$ cat config.mk
export PLATFORM = sky130hd
export DESIGN_NAME = main_mem_port_arbiter_flat
export DESIGN_NICKNAME = d
export VERILOG_FILES = /design/src/rtl/cache_pkg.sv /design/src/rtl/main_mem_port_arbiter_if.sv /design/src/rtl/write_buffer_fifo.sv /design/src/rtl/main_mem_port_arbiter.sv /design/src/flat_wrapper.sv
export SDC_FILE = /design/constraint.sdc
export NUM_CORES = 1
export LEC_CHECK = 0
export CORE_ASPECT_RATIO = 0.5
export CORE_MARGIN = 3
export CORE_UTILIZATION = 58
export CTS_BUF_LIST = sky130_fd_sc_hd__clkbuf_4 sky130_fd_sc_hd__clkbuf_8
export CTS_CLUSTER_DIAMETER = 200
export CTS_CLUSTER_SIZE = 14
export DETAILED_ROUTE_END_ITERATION = 8
export PLACE_DENSITY = 0.95
export SLEW_MARGIN = 25
export SYNTH_ARGS = -nofsm -noshare
export SYNTH_HDL_FRONTEND = slang
export SYNTH_SLANG_ARGS = --single-unit
$ cat constraint.sdc
create_clock -name clk -period 5.95 [get_ports clk]
set_clock_uncertainty 0.15 [all_clocks]
set_input_delay 0.8925 -clock clk [delete_from_list [all_inputs] [get_ports clk]]
set_output_delay 0.8925 -clock clk [all_outputs]
set_load 0.02 [all_outputs]
$ cat src/rtl/cache_pkg.sv
// Shared definitions for the main-memory port arbiter: default widths and
// the arbiter state encoding.
package cache_pkg;

   localparam int DEF_ADDR_W = 10;
   localparam int DEF_DATA_W = 32;
   localparam int DEF_DEPTH  = 4;
   localparam int DEF_CNT_W  = $clog2(DEF_DEPTH) + 1;

   typedef enum logic [1:0] {
      ST_IDLE = 2'b00,
      ST_RD   = 2'b01,
      ST_DONE = 2'b10,
      ST_WR   = 2'b11
   } arb_state_e;

endpackage

$ cat src/rtl/main_mem_port_arbiter_if.sv
// Bundle of requester-side, memory-side and buffer-status signals of the
// main-memory port arbiter.
//
// Handshakes:
//  - store:  wr_req/wr_addr/wr_data presented by the requester; accepted in
//            the same cycle that wr_ack=1 (wr_ack = wr_req && !buf_full).
//  - refill: rd_req is a level held with a stable rd_addr until rd_done; the
//            one-cycle rd_done marks rd_data valid; rd_req drops in that cycle.
//  - memory: mem_read/mem_write with mem_addr/mem_wdata stay stable until the
//            one-cycle mem_ready pulse, which also qualifies mem_rdata.
interface main_mem_port_arbiter_if
   import cache_pkg::*;
#(
   parameter int ADDR_W = DEF_ADDR_W,
   parameter int DATA_W = DEF_DATA_W,
   parameter int CNT_W  = DEF_CNT_W
);

   logic              wr_req;
   logic [ADDR_W-1:0] wr_addr;
   logic [DATA_W-1:0] wr_data;
   logic              wr_ack;
   logic              rd_req;
   logic [ADDR_W-1:0] rd_addr;
   logic              rd_done;
   logic [DATA_W-1:0] rd_data;
   logic              mem_read;
   logic              mem_write;
   logic [ADDR_W-1:0] mem_addr;
   logic [DATA_W-1:0] mem_wdata;
   logic [DATA_W-1:0] mem_rdata;
   logic              mem_ready;
   logic              buf_full;
   logic              buf_empty;
   logic [CNT_W-1:0]  buf_count;

   // Arbiter view.
   modport slave (
      input  wr_req, wr_addr, wr_data, rd_req, rd_addr, mem_rdata, mem_ready,
      output wr_ack, rd_done, rd_data, mem_read, mem_write, mem_addr, mem_wdata,
             buf_full, buf_empty, buf_count
   );

   // Requester / memory-model view.
   modport master (
      output wr_req, wr_addr, wr_data, rd_req, rd_addr, mem_rdata, mem_ready,
      input  wr_ack, rd_done, rd_data, mem_read, mem_write, mem_addr, mem_wdata,
             buf_full, buf_empty, buf_count
   );

endinterface

$ cat src/rtl/write_buffer_fifo.sv
// In-order write buffer for write-through stores. Also compares a read
// address against every occupied entry to flag a read-after-write hazard.
module write_buffer_fifo
   import cache_pkg::*;
#(
   parameter int ADDR_W = DEF_ADDR_W,
   parameter int DATA_W = DEF_DATA_W,
   parameter int DEPTH  = DEF_DEPTH,
   parameter int CNT_W  = DEF_CNT_W
) (
   input  logic              clk,
   input  logic              reset,
   input  logic              push,
   input  logic [ADDR_W-1:0] push_addr,
   input  logic [DATA_W-1:0] push_data,
   input  logic              pop,
   output logic [ADDR_W-1:0] head_addr,
   output logic [DATA_W-1:0] head_data,
   input  logic              chk_valid,
   input  logic [ADDR_W-1:0] chk_addr,
   output logic              hazard,
   output logic              full,
   output logic              empty,
   output logic [CNT_W-1:0]  count
);

   localparam int PTR_W = $clog2(DEPTH);

   logic [ADDR_W-1:0] entry_addr [DEPTH];
   logic [DATA_W-1:0] entry_data [DEPTH];
   logic [PTR_W-1:0]  wr_ptr;
   logic [PTR_W-1:0]  rd_ptr;

   // Storage is not reset: occupancy alone decides which entries are live.
   always_ff @(posedge clk) begin
      if (push) begin
         entry_addr[wr_ptr] <= push_addr;
         entry_data[wr_ptr] <= push_data;
      end
   end

   // Pointers and occupancy; a simultaneous push and pop keeps the count.
   always_ff @(posedge clk) begin
      if (reset) begin
         wr_ptr <= '0;
         rd_ptr <= '0;
         count  <= '0;
      end else begin
         if (push) wr_ptr <= wr_ptr + 1'b1;
         if (pop)  rd_ptr <= rd_ptr + 1'b1;
         case ({push, pop})
            2'b10:   count <= count + 1'b1;
            2'b01:   count <= count - 1'b1;
            default: count <= count;
         endcase
      end
   end

   assign full      = (count == CNT_W'(DEPTH));
   assign empty     = (count == '0);
   assign head_addr = entry_addr[rd_ptr];
   assign head_data = entry_data[rd_ptr];

   // Entry i is live when its distance from the head is below the count.
   always_comb begin
      logic [PTR_W-1:0] offs;
      hazard = 1'b0;
      offs   = '0;
      for (int i = 0; i < DEPTH; i++) begin
         offs = PTR_W'(i) - rd_ptr;
         if (chk_valid && (CNT_W'(offs) < count) && (entry_addr[i] == chk_addr))
            hazard = 1'b1;
      end
   end

endmodule

$ cat src/rtl/main_mem_port_arbiter.sv
// Owns the single main-memory port: refill reads go ahead of buffered
// write-through stores unless they hit an address still in the buffer.
module main_mem_port_arbiter
   import cache_pkg::*;
#(
   parameter int ADDR_W = DEF_ADDR_W,
   parameter int DATA_W = DEF_DATA_W,
   parameter int DEPTH  = DEF_DEPTH,
   parameter int CNT_W  = DEF_CNT_W
) (
   input  logic                   clk,
   input  logic                   reset,
   main_mem_port_arbiter_if.slave bus,
   output arb_state_e             dbg_state
);

   arb_state_e        state_q;
   arb_state_e        state_d;
   logic              push;
   logic              pop;
   logic              hazard;
   logic [ADDR_W-1:0] head_addr;
   logic [DATA_W-1:0] head_data;
   logic [ADDR_W-1:0] rd_addr_q;
   logic [DATA_W-1:0] rd_data_q;
   logic              mem_read;
   logic              mem_write;
   logic [ADDR_W-1:0] mem_addr;
   logic [DATA_W-1:0] mem_wdata;

   // Full is the registered count, so a pop in the same cycle does not help.
   assign push       = bus.wr_req && !bus.buf_full;
   assign pop        = (state_q == ST_WR) && bus.mem_ready;
   assign bus.wr_ack = push;

   write_buffer_fifo #(
      .ADDR_W (ADDR_W),
      .DATA_W (DATA_W),
      .DEPTH  (DEPTH),
      .CNT_W  (CNT_W)
   ) u_wbuf (
      .clk       (clk),
      .reset     (reset),
      .push      (push),
      .push_addr (bus.wr_addr),
      .push_data (bus.wr_data),
      .pop       (pop),
      .head_addr (head_addr),
      .head_data (head_data),
      .chk_valid (bus.rd_req),
      .chk_addr  (bus.rd_addr),
      .hazard    (hazard),
      .full      (bus.buf_full),
      .empty     (bus.buf_empty),
      .count     (bus.buf_count)
   );

   // State register.
   always_ff @(posedge clk) begin
      if (reset) state_q <= ST_IDLE;
      else       state_q <= state_d;
   end

   // Next state: a full buffer drains first, then non-conflicting reads,
   // then any remaining writes (which also clears a hazard in order).
   always_comb begin
      state_d = state_q;
      case (state_q)
         ST_IDLE: begin
            if (bus.buf_full)                 state_d = ST_WR;
            else if (bus.rd_req && !hazard)   state_d = ST_RD;
            else if (!bus.buf_empty)          state_d = ST_WR;
         end
         ST_RD:   if (bus.mem_ready) state_d = ST_DONE;
         ST_DONE: state_d = ST_IDLE;
         ST_WR:   if (bus.mem_ready) state_d = ST_IDLE;
         default: state_d = ST_IDLE;
      endcase
   end

   // Refill address is captured when the read is granted.
   always_ff @(posedge clk) begin
      if (reset)                                      rd_addr_q <= '0;
      else if (state_q == ST_IDLE && state_d == ST_RD) rd_addr_q <= bus.rd_addr;
   end

   // Read word is captured on completion and held until the next refill.
   always_ff @(posedge clk) begin
      if (reset)                                 rd_data_q <= '0;
      else if (state_q == ST_RD && bus.mem_ready) rd_data_q <= bus.mem_rdata;
   end

   // Moore memory-port outputs; address and data are zero when idle.
   always_comb begin
      mem_read  = 1'b0;
      mem_write = 1'b0;
      mem_addr  = '0;
      mem_wdata = '0;
      case (state_q)
         ST_RD: begin
            mem_read = 1'b1;
            mem_addr = rd_addr_q;
         end
         ST_WR: begin
            mem_write = 1'b1;
            mem_addr  = head_addr;
            mem_wdata = head_data;
         end
         default: ;
      endcase
   end

   assign bus.mem_read  = mem_read;
   assign bus.mem_write = mem_write;
   assign bus.mem_addr  = mem_addr;
   assign bus.mem_wdata = mem_wdata;
   assign bus.rd_done   = (state_q == ST_DONE);
   assign bus.rd_data   = rd_data_q;
   assign dbg_state     = state_q;

endmodule

$ cat src/flat_wrapper.sv
// flat-port wrapper written by rule: the top's interface ports become plain ports
module main_mem_port_arbiter_flat import cache_pkg::*;
#(
   parameter int ADDR_W = DEF_ADDR_W,
   parameter int DATA_W = DEF_DATA_W,
   parameter int DEPTH  = DEF_DEPTH,
   parameter int CNT_W  = DEF_CNT_W
)
  (clk, reset, dbg_state, bus_wr_req, bus_wr_addr, bus_wr_data, bus_rd_req, bus_rd_addr, bus_mem_rdata, bus_mem_ready, bus_wr_ack, bus_rd_done, bus_rd_data, bus_mem_read, bus_mem_write, bus_mem_addr, bus_mem_wdata, bus_buf_full, bus_buf_empty, bus_buf_count);
  main_mem_port_arbiter_if #(.ADDR_W(ADDR_W), .DATA_W(DATA_W), .CNT_W(CNT_W)) bus_i ();
  input  logic clk;
  input  logic reset;
  output arb_state_e dbg_state;
  input wire logic [$bits(bus_i.wr_req)-1:0] bus_wr_req;
  input wire logic [$bits(bus_i.wr_addr)-1:0] bus_wr_addr;
  input wire logic [$bits(bus_i.wr_data)-1:0] bus_wr_data;
  input wire logic [$bits(bus_i.rd_req)-1:0] bus_rd_req;
  input wire logic [$bits(bus_i.rd_addr)-1:0] bus_rd_addr;
  input wire logic [$bits(bus_i.mem_rdata)-1:0] bus_mem_rdata;
  input wire logic [$bits(bus_i.mem_ready)-1:0] bus_mem_ready;
  output wire logic [$bits(bus_i.wr_ack)-1:0] bus_wr_ack;
  output wire logic [$bits(bus_i.rd_done)-1:0] bus_rd_done;
  output wire logic [$bits(bus_i.rd_data)-1:0] bus_rd_data;
  output wire logic [$bits(bus_i.mem_read)-1:0] bus_mem_read;
  output wire logic [$bits(bus_i.mem_write)-1:0] bus_mem_write;
  output wire logic [$bits(bus_i.mem_addr)-1:0] bus_mem_addr;
  output wire logic [$bits(bus_i.mem_wdata)-1:0] bus_mem_wdata;
  output wire logic [$bits(bus_i.buf_full)-1:0] bus_buf_full;
  output wire logic [$bits(bus_i.buf_empty)-1:0] bus_buf_empty;
  output wire logic [$bits(bus_i.buf_count)-1:0] bus_buf_count;
  assign bus_i.wr_req = bus_wr_req;
  assign bus_i.wr_addr = bus_wr_addr;
  assign bus_i.wr_data = bus_wr_data;
  assign bus_i.rd_req = bus_rd_req;
  assign bus_i.rd_addr = bus_rd_addr;
  assign bus_i.mem_rdata = bus_mem_rdata;
  assign bus_i.mem_ready = bus_mem_ready;
  assign bus_wr_ack = bus_i.wr_ack;
  assign bus_rd_done = bus_i.rd_done;
  assign bus_rd_data = bus_i.rd_data;
  assign bus_mem_read = bus_i.mem_read;
  assign bus_mem_write = bus_i.mem_write;
  assign bus_mem_addr = bus_i.mem_addr;
  assign bus_mem_wdata = bus_i.mem_wdata;
  assign bus_buf_full = bus_i.buf_full;
  assign bus_buf_empty = bus_i.buf_empty;
  assign bus_buf_count = bus_i.buf_count;
  main_mem_port_arbiter #(.ADDR_W(ADDR_W), .DATA_W(DATA_W), .DEPTH(DEPTH), .CNT_W(CNT_W)) u_core (.clk(clk), .reset(reset), .bus(bus_i), .dbg_state(dbg_state));
endmodule
==> impl_metrics.tcl, run 1 <==
set metrics [dict create \
    run_status "completed" \
    timing.final.hold_violations 0 \
    finalCritPeriodShare_pct 70.6 \
    num_vias 5439 \
    post_synth_num_cell_types 38 \
    h_tree_lvls 1 \
    route.detailed.wl_per_inst_um 20.1 \
    clockRootBuffer "clkbuf_8" \
    count_of_flip_flops_with_a_built_in_enable_after_synthesis 168 \
    initial_core_util_pct 61.3 \
    drt_first_pass_iters 5 \
    synthDominantCellAreaShare_pct 55.0 \
    power.leakage_nw 3.75 \
    ys_ff_latch 221 \
    cells_taking_the_most_area_after_synthesis "edfxtp_1 (55%), dfxtp_1 (12%), mux4_2 (10%)" \
    worstSkewPairLatency_ps 510 \
    die_h_um 94.9 \
    netlist.top_cell.by_area "edfxtp_1" \
    floorplan.core_area_um2 15000 \
    synthesis.yosys.warnings 0 \
    core.rowCount 31 \
    avgSynthCellArea_um2 15.0 \
    critPathRequiredTime_ps 4910 \
    power_per_cell_area_nw_per_um2 283 \
    postSynthCellCount 610 \
    portBuffers 173 \
    postCtsSetupBuffers 0 \
    dominantRegCellSynth "edfxtp_1" \
    slew_headroom_pct 32.3 \
    kind_of_capture_point_of_the_worst_setup_path "output port" \
    cp_data_arrival_time_ps 3160 \
    drc_errors 0 \
    timing.fmax_mhz 238 \
    detail-route-antenna-nets 0 \
    grt_pass1_wl_um 30000 \
    grt_pass1_vias 5725 \
    synthTopCellsByCount "edfxtp_1 (168), nand2_1 (69), dfxtp_1 (53)" \
    yosysSeqAreaShare_pct 66.6 \
    holdBufCountCts 0 \
    finalMaxSlewViolations 0 \
    io-pin-count 174 \
    detailedRoute.firstIterationViolations 416 \
    final_setup_fails 0 \
    syn_to_final_growth_pct 24.0 \
    worst-slew-pin-transition_ps 1010 \
    timing.setup.critical_path_class "reg2out" \
    fp.dieArea_um2 17500 \
    gr-total-overflow 0 \
    max_fo_critical_path 22 \
    grt_max_degree 63 \
    vdd_ir_drop_max_mv 0.162 \
    worst_setup_hold_path_clk_slew_ps 100 \
    mappedNetlistNets 709 \
    drt_wirelength_um 19600 \
    global_placement_routability_congestion 0.840 \
    synth.most_common_cell "edfxtp_1" \
    final_layout_size_suffix_gt1_share_pct 11.6 \
    clockBufferDepth 3 \
    timing.hold.worst.class "reg2reg" \
    insertedDiodeCount 0 \
    tritoncts_clock_tree "yes" \
    period_minus_slack_ps 4200 \
    rsz_0062_raised_after_global_routing "no" \
    tritoncts_buffer_count 19 \
    num-nets-final 863 \
    synth_async_sr_flop_share_pct 0 \
    netlist_area_um2 9170 \
    timing.hold.ws_ps 312 \
    cts.sinks 221 \
    max-cap-violations 0 \
    crit_path_start_kind "flip-flop" \
    fp.dieW_um 184 \
    dp.final_hpwl_um 12900 \
    route.detailed.vias_per_inst 5.58 \
    grt_usage_pct 22.3 \
    post_cts_resized 0 \
    setup_total_negative_slack_ps 0 \
    initial_antenna_violation_count 0 \
]
-- flip-flops by register name, summed over array words and instances, names as in the netlist, named ones only --
name / flops
u_core.u_wbuf.count: 3
u_core.u_wbuf.entry_data: 128
u_core.u_wbuf.wr_ptr: 2
u_core.bus.rd_data: 32
u_core.rd_addr_q: 10
u_core.dbg_state: 2
u_core.u_wbuf.rd_ptr: 2
u_core.u_wbuf.entry_addr: 40
-- where the power goes --
part | total (mW) | internal, mW | switching (mW) | leakage (nW)
registers | 1.83 | 1.76 | 0.0663 | 1.98
clock network | 0.851 | 0.377 | 0.474 | 0.196
logic | 0.541 | 0.266 | 0.275 | 1.58
total | 3.22 | 2.40 | 0.816 | 3.75
-- through the flow --
stage               worst slack, ps  total power [mW]  cells  utilization, %  area, µm²
global route                   1500              3.35    974            76.0      11400
finish                         1750              3.22    974            76.0      11400
CTS                            1660              3.23    974            75.9      11400
global placement               2160              2.38    941            73.4      11000
floorplan                      3310              2.16    610               -       9170
detailed placement             2220              2.40    941            73.5      11000
-- final timing paths --
check	from	to	slack, ps	cells after the start
hold / removal	u_core.bus.rd_data[11]	u_core.bus.rd_data[11]	310	2
hold reg to reg	u_core.bus.rd_data[11]	u_core.bus.rd_data[11]	310	2
setup / recovery	flip-flop	bus_mem_wdata[30]	1750	4
setup reg to reg	u_core.u_wbuf.count[1]	u_core.rd_addr_q[6]	3120	8
-- cell usage in the layout, fill, tap and decap left out, types with 14 or more instances in the layout --
cell	count
mux2i_1	21
nand2_1	68
xor2_1	37
nor2b_1	14
dfxtp_1	51
a21oi_1	37
nor2_1	14
clkdlybuf4s50_1	172
and2_1	32
clkbuf_8	19
edfxtp_1	168
nand2b_1	20
mux4_2	42
-- cell families after synthesis --
| group | after synthesis | share of synthesized area, % |
|---|---|---|
| mux | 63 | 12.6 |
| flops | 221 | 66.6 |
| buf+inv | 50 | 2.30 |
| compound gates | 48 | 3.12 |
| fa+ha+maj | 10 | 1.45 |
| xor+xnor | 47 | 4.49 |
| simple gates | 171 | 9.48 |
-- metal layers --
metal | global-route usage (%) | vias up | part of all wire (%) | wire length (µm)
met2 | 39.1 | 209 | 50 | 9830
met3 | 4.62 | 25 | 7.0 | 1370
met4 | 4.84 | 0 | 1.4 | 272
li1 | - | 2520 | - | -
met1 | 29.2 | 2685 | 41 | 8090
met5 | 0 | - | 0 | 0
-- worst max-delay path, stage by stage, from the launching register on --
cell and delay, ps:
dfxtp_2 830, buf_4 520, mux4_2 580, and2_1 170, clkdlybuf4s50_1 530
-- final cells by class --
class / instances / area [µm²]
clock inverters: 2 / 12.5
multi-input cells: 339 / 2880
inverters: 9 / 33.8
fillers: 909 / 3600
well taps: 198 / 248
flip-flops and latches: 221 / 6110
repair buffers: 174 / 1730
clock buffers: 31 / 352
Power figures use the tool's default switching activity.
==> inputs of run 2 (changes only) <==
--- a/config.mk
+++ b/config.mk
@@ -7,12 +7,12 @@
 export LEC_CHECK = 0
 export CORE_ASPECT_RATIO = 0.5
 export CORE_MARGIN = 3
-export CORE_UTILIZATION = 58
+export CORE_UTILIZATION = 54
 export CTS_BUF_LIST = sky130_fd_sc_hd__clkbuf_4 sky130_fd_sc_hd__clkbuf_8
 export CTS_CLUSTER_DIAMETER = 200
 export CTS_CLUSTER_SIZE = 14
 export DETAILED_ROUTE_END_ITERATION = 8
-export PLACE_DENSITY = 0.95
+export PLACE_DENSITY = 0.89
 export SLEW_MARGIN = 25
 export SYNTH_ARGS = -nofsm -noshare
 export SYNTH_HDL_FRONTEND = slang
==> constraint.sdc (replaced) <==
create_clock -name clk -period 4.05 [get_ports clk]
set_clock_uncertainty 0.15 [all_clocks]
set_input_delay 0.6075 -clock clk [delete_from_list [all_inputs] [get_ports clk]]
set_output_delay 0.6075 -clock clk [all_outputs]
set_load 0.02 [all_outputs]
==> run 2 against run 1 <==
Against the previous run:
- register-to-register slack got worse by 1500 ps
- first-iteration DRC count decreased by 28%
- non-clock buffer count increased by 11
- final cell count increased by 2.9%
- final area increased by 0.57%
- via count decreased by 1.1%
- core utilization decreased by 4.5 points
- critical path depth unchanged
- combinational power increased by 51%
- setup slack got worse by 1300 ps
- power increased by 44%
- global-route usage decreased by 1.6 points
==> impl_metrics.tcl, run 2 (synthesized netlist as in run 1, its figures left out) <==
set metrics [dict create \
    run_status "completed" \
    worst_setup_hold_path_clk_slew_ps 90 \
    final_setup_fails 0 \
    final_cells 1002 \
    critPathRequiredTime_ps 3290 \
    kind_of_capture_point_of_the_worst_setup_path "output port" \
    design_power_total_mw 4.65 \
    holdBufCountCts 0 \
    timing.hold.ws_ps 308 \
    num-nets-final 874 \
    global_placement_routability_congestion 0.791 \
    finalCoreUtilization_pct 71.4 \
    tritoncts_clock_tree "yes" \
    grt_util_met3_pct 4.30 \
    globalRouteMet1Util_pct 27.3 \
    tritoncts_buffer_count 19 \
    rsz_0062_raised_after_global_routing "no" \
    route.detailed.wl_per_inst_um 19.3 \
    crit_path_start_kind "flip-flop" \
    route.detailed.vias_per_inst 5.37 \
    die_h_um 98.2 \
    final_common_cell "clkdlybuf4s50_1" \
    core.rowCount 32 \
    setup_total_negative_slack_ps 0 \
    power.leakage_nw 3.78 \
    clockRootBuffer "clkbuf_8" \
    io-pin-count 174 \
    slew_headroom_pct 51.0 \
    preCtsSetupSlack_ps 908 \
    drc_errors 0 \
    clockBufferDepth 3 \
    use_met2_pct 35.9 \
    layer_with_the_highest_usage "met2" \
    worstSkewPairLatency_ps 510 \
    max_fo_critical_path 35 \
    num_vias 5381 \
    timing.fmax_mhz 276 \
    detailedRoute.firstIterationViolations 301 \
    vdd_ir_drop_max_mv 0.248 \
    grt_max_degree 63 \
    h_tree_lvls 1 \
    timing.hold.worst.class "reg2reg" \
    initial_core_util_pct 57.3 \
    initial_antenna_violation_count 0 \
    portBuffers 173 \
    layout_common_cells "clkdlybuf4s50_1 (172), edfxtp_1 (168), nand2_1 (68)" \
    register_with_the_highest_flop_count "u_core.u_wbuf.entry_data" \
    post-route-cell-area_um2 11400 \
    post_route_setup_slack_ps 426 \
    gr-total-overflow 0 \
    area_after_dpl_um2 11100 \
    cp_data_arrival_time_ps 2870 \
    finalCritPeriodShare_pct 89.5 \
    post_cts_resized 0 \
    drt_wirelength_um 19300 \
    timing.final.hold_violations 0 \
    period_minus_slack_ps 3620 \
    insertedDiodeCount 0 \
    fp.dieArea_um2 18700 \
    grt_pass1_vias 5677 \
    dp.final_hpwl_um 13300 \
    timing.setup.critical_path_class "reg2out" \
    final_layout_size_suffix_gt1_share_pct 12.0 \
    max-cap-violations 0 \
    drt_first_pass_iters 4 \
    dp.cells 975 \
    finalMaxSlewViolations 0 \
    grt_usage_pct 20.7 \
    grt_pass1_wl_um 30500 \
    power_per_cell_area_nw_per_um2 406 \
    floorplan.core_area_um2 16000 \
    cts.sinks 221 \
    fp.dieW_um 190 \
    largest_register_ffs 128 \
    syn_to_final_growth_pct 24.7 \
    detail-route-antenna-nets 0 \
    worst-slew-pin-transition_ps 736 \
    postCtsSetupBuffers 0 \
]
-- run 2: path summary, 6_finish.rpt --
path	from	end	slack (ps)	depth (start not counted)
setup reg to reg	u_core.dbg_state[0]	u_core.u_wbuf.count[2]	1650	7
hold / removal	u_core.bus.rd_data[13]	u_core.bus.rd_data[13]	310	2
hold reg to reg	u_core.bus.rd_data[13]	u_core.bus.rd_data[13]	310	2
setup / recovery	flip-flop	bus_mem_wdata[22]	430	4
-- run 2: area by class of cell --
type                    count  area [µm²]
flip-flops and latches    221        6110
fillers                  1041        4580
multi-input cells         339        2870
repair buffers            185        1830
clock buffers              25         307
well taps                 221         277
inverters                   9        33.8
clock inverters             2        12.5
-- run 2: worst max-delay path, cell delays in order, from the launching register on --
cell	delay, ps
dfxtp_4	850
buf_4	290
mux4_2	510
and2_1	170
clkdlybuf4s50_1	530
-- run 2: power by group --
group	internal, mW	total (mW)	leakage, nW	switching, mW
Combinational	0.401	0.817	1.64	0.416
Clock	0.490	1.17	0.168	0.675
Sequential	2.58	2.66	1.98	0.0799
Total	3.47	4.65	3.78	1.17
-- run 2: layer usage --
| metal | up-vias | routed length (µm) |
|---|---|---|
| met5 | - | 0 |
| met4 | 0 | 327 |
| met3 | 33 | 1260 |
| met2 | 161 | 9470 |
| met1 | 2651 | 8280 |
| li1 | 2536 | - |
